## src/rtl/ctrl_sequencer.sv

```systemverilog
// ============================================================================
// ctrl_sequencer : fetch/decode/execute control FSM feeding ALU, RF and DMEM
// Revision: 1.0
// ============================================================================
`default_nettype none

module ctrl_sequencer #(
  parameter int PC_W   = 10,
  parameter int INST_W = 9
) (
  input  logic              Clk,
  input  logic              Reset,
  input  logic              Start,
  output logic [PC_W-1:0]   InstAddr,
  input  logic [INST_W-1:0] InstIn,
  input  logic              Flag,
  input  logic              MemAck,
  output logic [3:0]        Op,
  output logic [4:0]        Operand,
  output logic              Exec,
  output logic              RegWrEn,
  output logic              MemRdEn,
  output logic              MemWrEn,
  output logic [PC_W-1:0]   PC,
  output logic              Done,
  output logic              IllegalOp
);

  typedef enum logic [2:0] {
    S_IDLE     = 3'd0,
    S_FETCH    = 3'd1,
    S_DECODE   = 3'd2,
    S_EXEC     = 3'd3,
    S_MEM_WAIT = 3'd4,
    S_HALT     = 3'd5
  } state_t;

  // Shared op_mne encoding; 14 and 15 are unassigned.
  typedef enum logic [3:0] {
    OP_LK   = 4'd0,  OP_MOV = 4'd1,  OP_ADD = 4'd2,  OP_SUB = 4'd3,
    OP_LOAD = 4'd4,  OP_LW  = 4'd5,  OP_SW  = 4'd6,  OP_SL  = 4'd7,
    OP_SR   = 4'd8,  OP_AND = 4'd9,  OP_XOR = 4'd10, OP_EQ  = 4'd11,
    OP_LT   = 4'd12, OP_GT  = 4'd13
  } op_mne_t;

  state_t            state_q, state_d;
  logic [PC_W-1:0]   pc_q, pc_d;
  logic [INST_W-1:0] ir_q, ir_d;
  logic              illegal_q, illegal_d;

  logic [PC_W-1:0]   pc_inc;
  logic [PC_W-1:0]   pc_branch;
  op_mne_t           op_cur;

  assign op_cur    = op_mne_t'(ir_q[8:5]);
  assign pc_inc    = pc_q + 1'b1;
  assign pc_branch = pc_q + {{(PC_W-5){ir_q[4]}}, ir_q[4:0]};

  always_ff @(posedge Clk or posedge Reset) begin
    if (Reset) begin
      state_q   <= S_IDLE;
      pc_q      <= '0;
      ir_q      <= '0;
      illegal_q <= 1'b0;
    end else begin
      state_q   <= state_d;
      pc_q      <= pc_d;
      ir_q      <= ir_d;
      illegal_q <= illegal_d;
    end
  end

  always_comb begin
    state_d   = state_q;
    pc_d      = pc_q;
    ir_d      = ir_q;
    illegal_d = illegal_q;
    Exec      = 1'b0;
    RegWrEn   = 1'b0;
    MemRdEn   = 1'b0;
    MemWrEn   = 1'b0;

    case (state_q)
      S_IDLE: begin
        if (Start) begin
          pc_d    = '0;
          state_d = S_FETCH;
        end
      end
      S_FETCH: state_d = S_DECODE;
      S_DECODE: begin
        ir_d    = InstIn;
        state_d = (&InstIn) ? S_HALT : S_EXEC;
      end
      S_EXEC: begin
        Exec    = 1'b1;
        state_d = S_FETCH;
        pc_d    = pc_inc;
        case (op_cur)
          OP_ADD, OP_SUB, OP_MOV, OP_LOAD,
          OP_SL, OP_SR, OP_AND, OP_XOR: RegWrEn = 1'b1;
          OP_EQ, OP_LT, OP_GT: ;
          OP_LK: pc_d = Flag ? pc_branch : pc_inc;
          OP_LW: begin
            MemRdEn = 1'b1;
            pc_d    = pc_q;
            state_d = S_MEM_WAIT;
          end
          OP_SW: begin
            MemWrEn = 1'b1;
            pc_d    = pc_q;
            state_d = S_MEM_WAIT;
          end
          default: illegal_d = 1'b1;
        endcase
      end
      S_MEM_WAIT: begin
        MemRdEn = (op_cur == OP_LW);
        MemWrEn = (op_cur == OP_SW);
        if (MemAck) begin
          RegWrEn = (op_cur == OP_LW);
          pc_d    = pc_inc;
          state_d = S_FETCH;
        end
      end
      S_HALT: ;
      default: state_d = S_IDLE;
    endcase
  end

  assign InstAddr  = pc_q;
  assign PC        = pc_q;
  assign Op        = ir_q[8:5];
  assign Operand   = ir_q[4:0];
  assign Done      = (state_q == S_HALT);
  assign IllegalOp = illegal_q;

endmodule

`default_nettype wire
```

## config.mk

```make
export PLATFORM = sky130hd
export DESIGN_NAME = ctrl_sequencer
export DESIGN_NICKNAME = d
export VERILOG_FILES = /design/src/rtl/ctrl_sequencer.sv
export SDC_FILE = /design/constraint.sdc
export NUM_CORES = 1
export LEC_CHECK = 0
export ABC_AREA = 1
export CAP_MARGIN = 20
export CORE_ASPECT_RATIO = 1.4
export CORE_MARGIN = 2
export CORE_UTILIZATION = 52
export CTS_BUF_LIST = sky130_fd_sc_hd__clkbuf_4
export DETAILED_ROUTE_END_ITERATION = 7
export PLACE_DENSITY = 0.94
export SYNTH_ARGS = -nofsm -noshare
export SYNTH_HDL_FRONTEND = slang
export SYNTH_SLANG_ARGS = --single-unit
```

## constraint.sdc

```tcl
create_clock -name Clk -period 2.1 [get_ports Clk]
set_input_delay 0.315 -clock Clk [delete_from_list [all_inputs] [get_ports Clk]]
set_output_delay 0.315 -clock Clk [all_outputs]
set_load 0.02 [all_outputs]
```

* After elaboration in Yosys (flattened, before gate mapping) *
Cells that the tools add are included.

word-level totals
  register bits = 23
  input bits = 14
  output and inout port bits = 35
  logic and storage cells = 57

operators by class
  add/sub/neg operators = 2
  equality and inequality tests = 21
  muxes and demuxes = 18
  bitwise gates (word level) = 2
  reductions and logical operators = 10

operators by type and width
  operator                                                         number
  10-bit two-way mux                                               3
  10-bit one-hot mux with 3 select lines                           1
  4-bit == test, second input constant                             6
  10-bit one-hot mux with 2 select lines                           1
  3-bit one-hot mux with 6 select lines                            1
  4-bit by 3-bit == test with 1-bit output, second input constant  4
  14-bit OR reduction                                              1
  3-bit two-way mux                                                4
  10-bit by 1-bit adder with 10-bit output, second input constant  1
  10-bit adder                                                     1
  9-bit AND reduction                                              1
  4-bit by 2-bit == test with 1-bit output, second input constant  2
  8-bit OR reduction                                               1
  3-bit by 2-bit == test with 1-bit output, second input constant  2
  3-bit == test, second input constant                             2
  2-bit != test, second input constant                             3
  1-bit one-hot mux with 2 select lines                            3
  1-bit two-way mux                                                5
  4-bit by 1-bit == test with 1-bit output, second input constant  1
  4-bit logical NOT                                                1
  4-bit AND reduction                                              1
  3-bit by 1-bit == test with 1-bit output, second input constant  1
  3-bit logical NOT                                                1
  3-bit AND reduction                                              1
  4 further kinds                                                  5

* Logic depth before layout (Yosys ltp) *
  word-level depth = 4
  gate-level depth with buffers = 11
  mapped depth without buffers = 11

* Least setup slack after synthesis *
No wires, ideal clock.

  path kind = register to register
  start = register pc_q[0] (netlist: InstAddr[0])
  end = register pc_q[8] (netlist: InstAddr[8])
  setup time = 0.078 ns
  data arrival time = 1.892 ns
  required time = 2.022 ns
  setup slack = 0.130 ns
  stages on the path, launching flop included = 11
  path buffers = 0
  clock period less this slack = 1.970 ns
  cells stage by stage = dfrtp_1 ha_1 inv_1 fa_1 nor2_1 nand2_1 nand2_1 nand4_1 nand3b_1 nand3_1 a21boi_1

on the way
  longest elaborated chain between the ends = 4
  elaborated cells on any way between the ends = 6
  those cells by class = 2 x add/sub; 4 x mux

RTL lines
  item                                                                             RTL line  text
  from (decl)                                                                      47        logic [PC_W-1:0] pc_q, pc_d;
  from (signal assigned)                                                           67        pc_q <= pc_d;
  10-bit by 1-bit adder with 10-bit output / 10-bit adder (equally long branches)  56, 57
  10-bit two-way mux                                                               103       OP_LK: pc_d = Flag ? pc_branch : pc_inc;
  10-bit one-hot mux with 2 select lines                                           99        case (op_cur)
  10-bit one-hot mux with 3 select lines *                                         83        case (state_q)

Every way passes the cells marked *; elsewhere a longest branch is shown, timed or not. The select of a mux whose other input is x is not followed.
A chain may end at the register's enable or synchronous reset.

* Worst setup path after layout *
  start = register ir_q[0]
  end = register pc_q[4] (netlist: InstAddr[4])

on the way
  longest elaborated chain between the ends = 4

RTL lines
  item                                    RTL line  text
  from (decl)                             48        logic [INST_W-1:0] ir_q, ir_d;
  from (signal assigned)                  68        ir_q <= ir_d;
  10-bit adder                            57        assign pc_branch = pc_q + {{(PC_W-5){ir_q[4]}}, ir_q[4:0]};
  10-bit two-way mux                      103
  10-bit one-hot mux with 2 select lines  99
  10-bit one-hot mux with 3 select lines  83

No other way between the ends.

==> metrics.csv <==
metric;value;unit
status;complete, no violations;
Residual DRC;0;
setup TNS;0;ns
Antenna Diode Count;0;
Seq. cell area;578;um2
die width;56.7;um
clk buf depth;2;
NetSw;2.22;mW
Clock power frac;5.7;%
Worst-Margin Slew;0.362;ns
Hold-fix buffers, CTS;0;
post-DR vias/cell;5.56;
area of the multi-input gates;1190;um2
maximum vdd drop;1.14;mV
dpl cells;375;
cell area power density;1640;nW/um2
sequential group share of total power;22.3;%
drt total wl;5330;um
Layout area overhead;24.7;%
vias in the first global route;2216;
Worst setup SP type;register;
initial antenna violation count;0;
Final min period;1.99;ns
Slew Viols, Final;0;
Synthesized Nets;317;
Reg clk slew, reported paths;0.15;ns
Final Cycle Share;94.5;%
share of layout cells above drive strength 1;12.5;%
Comb pwr share;71.9;%
Layout Cells excl Fill;379;
Clk Latency, worst-skew pair;0.35;ns
Detail Placement HPWL;4220;um
full die area;4410;um2
internal power;1.92;mW
Ports;49;
global-route usage over all layers;25.8;%
P_leak;1.24;nW
post-CTS setup buffers;0;
# Max-Cap Violations;0;
Seq/Total Area, Yosys;28.5;%
Yosys reg bits;23;
CORE AREA;3680;um2
via count;2107;
Initial DRT Pass Iterations;4;
Wirelength per Cell;14.1;um
Starting DRT DRC Count;75;
RSZ-0062 raised after global routing;false;
Post-Synthesis Cells;292;
post-synthesis instance area;2020;um2
die span in y;77.8;um
FMAX;0.504;GHz
CTS tree;yes;
crit-path max FO;3;
CP Class;register to register;
Req. time, crit path;2.39;ns
hold slack;0.280;ns
net switching fraction of the power;53.5;%
clock sink total;23;
Hold/Removal Path Class;input port to async pin;
fill cell total of the finished layout;284;
htree depth;1;
largest net degree at the start of global routing;24;
synth warn;0;
syn_area_per_cell;6.92;um2
starting density of the core;55.0;%
Hold Violations, Final;0;
Row Count;26;
Root Driver;clkbuf_4;
TritonCTS Buffers;3;
Netlist cell types;43;
fin nets;363;
GP Congestion;0.841;
cts repair resizes;7;
remaining antenna violation count;0;
GRT Residual Overflow;0;
Buffers on Ports;48;
first-pass GRT wire length;9050;um
crit path DAT;2.27;ns
Slew HR;75.9;%
Worst Skew;0.00458;ns
final setup fails;0;
Worst setup EP type;register;
-- worst max-delay path, cell delays in order (launching register included) --
cell	delay, ns
dfrtp_1	0.41
ha_2	0.22
inv_1	0.06
fa_1	0.41
nor2_2	0.16
nand2_1	0.06
nand2_1	0.11
xnor2_1	0.08
o21ai_0	0.19
nand2_1	0.10
a21boi_2	0.12
-- cell families (layout without fill, tap and decap cells) --
kind of cell	Yosys count	count (layout)	synth area share, %
AND/OR/NAND/NOR	150	150	34.4
AO/OA/AOI/OAI	47	47	14.7
flip-flops	23	23	28.5
buffers and inverters	56	101	13.1
adder cells (fa/ha/maj)	11	11	7.18
XOR/XNOR	5	5	2.17
-- per-layer routing --
layer | GRT usage [%] | up-vias | share of wire [%] | wire [um]
met5 | 0 | - | 0 | 0
met4 | 18.8 | 0 | 4.9 | 259
met3 | 3.33 | 21 | 5.3 | 280
met2 | 47.8 | 80 | 54 | 2860
met1 | 25.4 | 969 | 36 | 1930
li1 | - | 1037 | - | -
-- flip-flops by register name, indices dropped and copies added (netlist names) --
| register | count |
|---|---|
| IllegalOp | 1 |
| InstAddr | 10 |
| ir_q | 9 |
| state_q | 3 |
-- cells in the final DEF, fill, tap and decap left out, drive strengths merged, types with 2 or more instances in the layout --
cell           count
a21boi             4
a21oi             13
a31oi              4
buf                5
clkbuf             6
clkdlybuf4s50     43
dfrtp             23
dlygate4sd2        2
ha                10
inv               44
nand2             94
nand3             22
nand4              7
nor2              22
nor3               2
o21ai             18
o22ai              2
xnor2              3
xor2               2
-- stage by stage --
step / worst slack, ns / power, mW / area, um2 / utilization, %
floorplan: 0.130 / 2.99 / 2020 / -
global placement: 0.0835 / 3.79 / 2500 / 68.0
detailed placement: 0.0840 / 3.88 / 2500 / 68.0
CTS: 0.000963 / 4.12 / 2520 / 68.7
global route: 0.0265 / 4.51 / 2520 / 68.6
finish: 0.115 / 4.14 / 2520 / 68.6
-- cell type report --
class | count | area share, %
clock buffer | 3 | 0.894
clock inverter | 1 | 0.298
inverter | 44 | 6.85
multi-input combinational | 213 | 47.1
sequential | 23 | 22.9
tap | 42 | 2.09
timing repair buffer | 53 | 19.9
-- cell usage after synthesis --
master	count	area share, %
nand2_1	88	16
nand4_1	7	2.2
a31oi_1	4	1.2
a21boi_1	2	0.74
nand2_2	3	0.93
inv_2	3	0.56
o221ai_1	1	0.43
a21oi_1	11	2.7
buf_4	10	3.7
o21ai_1	2	0.50
a22oi_1	1	0.37
inv_4	1	0.31
fa_1	1	0.99
buf_6	1	0.56
o21ai_0	15	3.7
nor2_2	4	1.2
nand2_4	3	1.7
xor2_1	2	0.87
a21oi_2	1	0.43
inv_6	1	0.43
nor3_2	1	0.50
nor2_1	17	3.2
a21boi_2	2	1.1
nand3_2	2	0.99
nand3_4	1	0.87
o211ai_1	1	0.37
nand3b_1	1	0.37
nor2_4	1	0.56
buf_2	1	0.25
a41o_1	1	0.50
a21oi_4	1	0.81
nor3_1	1	0.25
o31ai_1	1	0.37
or3_1	1	0.31
nand3_1	19	4.7
o22ai_1	2	0.62
o21ai_2	1	0.43
or2_2	1	0.31
ha_1	10	6.2
inv_1	39	7.2
o21a_1	1	0.37
xnor2_1	3	1.3
dfrtp_1	23	28
-- power by group through the flow --
stage,sequential (mW),clock [mW],combinational (mW)
2_1_floorplan,1.11,0,1.88
3_3_place_gp,0.924,0,2.86
3_5_place_dp,0.928,0,2.96
4_1_cts,0.922,0.238,2.96
5_1_grt,0.967,0.254,3.29
6_report,0.925,0.238,2.98
-- worst paths after layout --
path | from | to | slack, ns | depth (start not counted)
min in group Clk | InstIn[2] | ir_q[2] | 0.51 | 3
worst max-delay path | ir_q[0] | InstAddr[4] | 0.11 | 10
worst min register to register | IllegalOp | IllegalOp | 0.52 | 1
worst min-delay path | Reset | state_q[1] | 0.28 | 3
worst max register to register | ir_q[0] | InstAddr[4] | 0.11 | 10
max in group asynchronous | Reset | ir_q[6] | 1.56 | 3
Note: power is estimated with default switching activity, not from simulation.
